$ cat src/rtl/axis_width_downsizer.sv
`default_nettype none
// ============================================================================
// Module   : axis_width_downsizer
// Purpose  : AXI-Stream width downsizer; splits each DW_IN-bit word into
//            RATIO = DW_IN/DW_OUT narrow beats, tlast on the final beat.
// Revision : 1.0 - initial release
// ============================================================================
module axis_width_downsizer #(
  parameter int DW_IN     = 24,
  parameter int DW_OUT    = 8,
  parameter bit MSB_FIRST = 1'b1
) (
  input  logic              clk,
  input  logic              reset,
  input  logic              s_axis_tvalid,
  output logic              s_axis_tready,
  input  logic [DW_IN-1:0]  s_axis_tdata,
  input  logic              s_axis_tlast,
  output logic              m_axis_tvalid,
  input  logic              m_axis_tready,
  output logic [DW_OUT-1:0] m_axis_tdata,
  output logic              m_axis_tlast
);

  localparam int RATIO = DW_IN / DW_OUT;
  localparam int IDX_W = (RATIO > 1) ? $clog2(RATIO) : 1;
  localparam logic [IDX_W-1:0] C_IDX_LAST = IDX_W'(RATIO - 1);

  logic [DW_IN-1:0] word_q, word_d;
  logic             last_q, last_d;
  logic             full_q, full_d;
  logic [IDX_W-1:0] idx_q,  idx_d;

  logic [DW_OUT-1:0] w_slice [RATIO];
  logic              w_idx_last;
  logic              w_m_fire;
  logic              w_s_fire;

  // Slice 0 is whichever end of the word leaves first.
  for (genvar gi = 0; gi < RATIO; gi++) begin : g_slice
    if (MSB_FIRST) begin : g_msb
      assign w_slice[gi] = word_q[DW_IN-1-gi*DW_OUT -: DW_OUT];
    end else begin : g_lsb
      assign w_slice[gi] = word_q[gi*DW_OUT +: DW_OUT];
    end
  end

  assign w_idx_last = (idx_q == C_IDX_LAST);

  // Ready never depends on s_axis_tvalid, so no combinational loop upstream.
  assign s_axis_tready = ~full_q | (m_axis_tready & w_idx_last);
  assign m_axis_tvalid = full_q;
  assign m_axis_tlast  = full_q & last_q & w_idx_last;

  assign w_m_fire = full_q & m_axis_tready;
  assign w_s_fire = s_axis_tvalid & s_axis_tready;

  always_comb begin
    m_axis_tdata = '0;
    for (int i = 0; i < RATIO; i++) begin
      if (idx_q == IDX_W'(i)) begin
        m_axis_tdata = w_slice[i];
      end
    end
  end

  always_comb begin
    word_d = word_q;
    last_d = last_q;
    full_d = full_q;
    idx_d  = idx_q;
    if (w_m_fire) begin
      if (w_idx_last) begin
        idx_d  = '0;
        full_d = 1'b0;
      end else begin
        idx_d  = idx_q + IDX_W'(1);
      end
    end
    // A load in the same cycle as the final beat keeps the output busy.
    if (w_s_fire) begin
      word_d = s_axis_tdata;
      last_d = s_axis_tlast;
      full_d = 1'b1;
      idx_d  = '0;
    end
  end

  always_ff @(posedge clk) begin
    if (reset) begin
      word_q <= '0;
      last_q <= 1'b0;
      full_q <= 1'b0;
      idx_q  <= '0;
    end else begin
      word_q <= word_d;
      last_q <= last_d;
      full_q <= full_d;
      idx_q  <= idx_d;
    end
  end

endmodule
`default_nettype wire

$ cat config.mk
export PLATFORM = sky130hd
export DESIGN_NAME = axis_width_downsizer
export DESIGN_NICKNAME = d
export VERILOG_FILES = /design/src/rtl/axis_width_downsizer.sv
export SDC_FILE = /design/constraint.sdc
export NUM_CORES = 1
export LEC_CHECK = 0
export CAP_MARGIN = 20
export CORE_UTILIZATION = 55
export DETAILED_ROUTE_END_ITERATION = 12
export DONT_BUFFER_PORTS = 1
export PLACE_DENSITY_LB_ADDON = 0.1
export SLEW_MARGIN = 40
export SYNTH_ARGS = -nofsm -noshare
export SYNTH_HDL_FRONTEND = slang
export SYNTH_SLANG_ARGS = --single-unit
$ cat constraint.sdc
create_clock -name clk -period 1.2 [get_ports clk]
set_input_delay 0.36 -clock clk [delete_from_list [all_inputs] [get_ports clk]]
set_output_delay 0.36 -clock clk [all_outputs]
set_load 0.02 [all_outputs]
# After elaboration in Yosys (flattened, before gate mapping)
# Index checks and enable logic that the tools add are counted.
[classes]
n_bitwise = 7
n_eq_ne = 2
mux = 7
n_reduce_logical = 5
n_addsub = 1
[op_table]
columns = ["op", "count"]
rows = [
  ["2-to-1 mux 8 bit", 3],
  ["bitwise AND 1 bit", 5],
  ["nonzero test 2 bit", 2],
  ["2-to-1 mux 1 bit", 3],
  ["adder 2 x 1 -> 2 bit (second input constant)", 1],
  ["equality test 2 x 1 -> 1 bit (second input constant)", 1],
  ["equality test 2 bit (second input constant)", 1],
  ["zero test 2 bit", 1],
  ["2-to-1 mux 2 bit", 1],
  ["AND reduction 2 bit", 1],
  ["OR reduction 2 bit", 1],
  ["NOT 1 bit", 1],
  ["bitwise OR 1 bit", 1],
]
[totals]
register_bits = 28
out_inout_bits = 11

# Depth between registers and ports, before layout
[logic_depth]
ltp_word = 6
ltp_mapped = 5

# Worst setup path after synthesis
# No wires, ideal clock.
[synth_timing]
path_kind = "reg-to-output"
start = "register idx_q[1]"
end = "output port m_axis_tdata[1]"
required_ns = 0.840
t_arrival_ns = 1.187
path_stages_with_launch = 4
setup_slack_ns = -0.347
path_cell_list = "dfxtp_1 > buf_2 > mux2i_1 > o21ai_0"
[synth_between]
elab_chain_cells = 4
elab_cells_between_ends = 6
classes_between = "eq/ne (2); mux (3); reduce/logical (1)"
[synth_lines]
columns = ["item", "line_no", "source"]
rows = [
  ["start: declaration", "32", "logic [IDX_W-1:0] idx_q, idx_d;"],
  ["start signal: assignment", "99", "idx_q <= idx_d;"],
  ["zero test 2 bit", "61", "if (idx_q == IDX_W'(i)) begin"],
  ["2-to-1 mux 8 bit (2 in a row)", "61", ""],
  ["2-to-1 mux 8 bit *", "61", ""],
  ["end: declaration", "21", "output logic [DW_OUT-1:0] m_axis_tdata,"],
]
# Every way passes the cells marked *; elsewhere a longest branch is shown, timed or not.

# Final worst setup path
[layout_timing]
start = "register idx_q[1]"
end = "output port m_axis_tdata[7]"
# The elaborated chain is that of the path after synthesis.

==> results.sh <==
export IMPL_outcome="finished, violations left"
export IMPL_violations="setup timing"
export IMPL_core_um2=2477
export IMPL_antenna_cells=0
export IMPL_cts_inserted_buffers=3
export IMPL_io_buffers=0
export IMPL_die_area_um2=2837
export IMPL_drcViolationCount=0
export IMPL_power_density_nw_per_um2=1056
export IMPL_slew_headroom=0.8058
export IMPL_required_ns=0.84
export IMPL_ys_ff_latch=28
export IMPL_fin_crit_sh=1.377
export IMPL_first_iter_violations=13
export IMPL_cts_htree_levels=1
export IMPL_synth_edff_count=0
export IMPL_grt_pass1_vias=1018
export IMPL_ys_types=19
export IMPL_place_gp_congestion=0.7253
export IMPL_setup_slack_ns=-0.4524
export IMPL_setup_viol=36
export IMPL_ys_top_cells_by_area="dfxtp_1 (39%), mux2i_1 (24%), nand2b_1 (22%)"
export IMPL_clk_pin_slew_ns=0.16
export IMPL_slew_violations=0
export IMPL_skew_ns=0.007070
export IMPL_overflow=0
export IMPL_cp_max_fo=7
export IMPL_grt_pass1_wl_um=4740
export IMPL_critPathLaunchType="flop"
export IMPL_synth_flop_cell="dfxtp_1"
export IMPL_peakVddDrop_v=0.0006979
export IMPL_clock_sinks=28
export IMPL_drive_gt1_frac=0.2454
export IMPL_placement_rows=18
export IMPL_syn_num_nets=180
export IMPL_cts_tree="done"
export IMPL_synth_most_common_cell="nand2b_1"
export IMPL_preCtsSetupSlack_ns=-0.09190
export IMPL_fmax_mhz=605.2
export IMPL_ctsHoldBuffers=0
export IMPL_grt_max_degree=54
export IMPL_nFillCells=190
export IMPL_io_pins=40
export IMPL_die_w_um=53.26
export IMPL_yosys_warnings=0
export IMPL_multi_input_area_um2=907.1
export IMPL_min_path_type="primary input to flop"
export IMPL_post_dp_hpwl_um=1944
export IMPL_antenna_found_initial=0
export IMPL_yosys_top_cells_count="nand2b_1 (50), mux2i_1 (34), dfxtp_1 (28), nand2_1 (9), o21ai_0 (7)"
export IMPL_start_util=0.5833
export IMPL_clk_latency_ns=0.34
export IMPL_grt_usage=0.2419
export IMPL_netlist_area_leader_share=0.3879
export IMPL_first_pass_iters=4
export IMPL_synth_avg_cell_area_um2=9.570
export IMPL_worst_pin_slew_ns=0.2912
export IMPL_fin_nets=193
export IMPL_dr_total_vias=1053
export IMPL_clockRootBuffer="clkbuf_4"
export IMPL_synth_seq_area_share=0.3879
export IMPL_clockBufferDepth=2
export IMPL_synth_top_area_cell="dfxtp_1"
export IMPL_netlist_instances=151
export IMPL_period_minus_slack_ns=1.652
export IMPL_die_height_um=53.26
export IMPL_netlist_area_um2=1445
export IMPL_p_leak_nw=0.6663
export IMPL_critical_path_class="flop to output pin"
export IMPL_cp_data_arrival_time_ns=1.29
export IMPL_detail_route_wl_per_cell_um=15.58
export IMPL_synthArstFlopShare=0
export IMPL_area_growth_syn_to_layout_pct=21.30
export IMPL_seq_area_um2=571.8
export IMPL_cp_end_kind="output pin"
export IMPL_wl_um=3006
export IMPL_viasPerCell=5.456
export IMPL_rsz0062_at_grt="yes"
export IMPL_cap_violations=0
export IMPL_setup_tns_ns=-8.643
export IMPL_finalHoldViolations=0
export IMPL_drtAntennaViolNets=0
[area by class of cell]
class                           count  area share
Multi-Input combinational cell    113      0.5175
Tap cell                           30     0.02141
Clock buffer                        4     0.02070
Timing Repair Buffer               18      0.1142
Sequential cell                    28      0.3262
[cells in the final DEF, fill, tap and decap left out, types with 2 or more instances in the layout]
cell type,n
nand2b_1,50
mux2i_1,32
dfxtp_1,25
buf_6,10
nand2_1,8
o21ai_2,6
buf_4,6
nor2_1,3
clkbuf_4,3
dfxtp_4,3
mux2i_4,2
[routing by layer]
metal  global-route usage  share of wire  routed length [µm]
met1               0.2972           0.42                1272
met3              0.03736          0.045                 135
met2               0.4021           0.51                1525
met4               0.1228          0.024                  72
met5                    0              0                   0
[power breakdown]
group	switching, mW	internal, mW	total, mW
logic	0.154	0.179	0.333
registers	0.0402	0.985	1.02
clock network	0.306	0.186	0.493
total	0.501	1.35	1.85
[what timing repair did]
| action | CTS | global route |
|---|---|---|
| gates cloned | 2 | 0 |
| setup buffers | 8 | 3 |
| gates resized for setup | 17 | 10 |
| setup endpoints to repair | 36 | 36 |
| pin swaps | 4 | 4 |
[cells by family (layout without fill, tap and decap cells)]
family          Yosys count  after routing  synth area share
flops                    28             28            0.3879
buf+inv                  10             22           0.05454
mux                      34             34            0.2355
compound gates           12             12           0.05108
simple gates             67             67            0.2710
[critical path: stages, from the launching register on]
cell,delay (ns)
dfxtp_4,0.40
buf_6,0.14
mux2i_4,0.19
o21ai_4,0.22
[per-stage QoR]
| stage | instances | util | area [µm²] | total power [mW] | hold WS [ns] |
|---|---|---|---|---|---|
| after global placement | 180 | 0.6308 | 1563 | 1.320 | 0.4285 |
| after CTS | 194 | 0.7116 | 1763 | 1.865 | 0.05616 |
| after detailed placement | 180 | 0.6308 | 1563 | 1.328 | 0.4290 |
| final | 193 | 0.7076 | 1753 | 1.850 | 0.06345 |
| after global routing | 193 | 0.7076 | 1753 | 1.915 | 0.04176 |
| after floorplan | 151 | - | 1524 | 1.293 | 0.4443 |
[worst paths after layout]
path	from	to	slack (ns)	cells after the start
max	idx_q[1]	m_axis_tdata[7]	-0.45	3
min	reset	idx_q[0]	0.06	1
max reg2reg	idx_q[0]	w_slice[10]	-0.27	6
min reg2reg	w_slice[11]	w_slice[11]	0.49	2
[registers in the layout, summed over array words and instances, names as in the netlist]
| register | count |
|---|---|
| m_axis_tvalid | 1 |
| idx_q | 2 |
| last_q | 1 |
| w_slice | 24 |
Note: power is estimated with default switching activity, not from simulation.
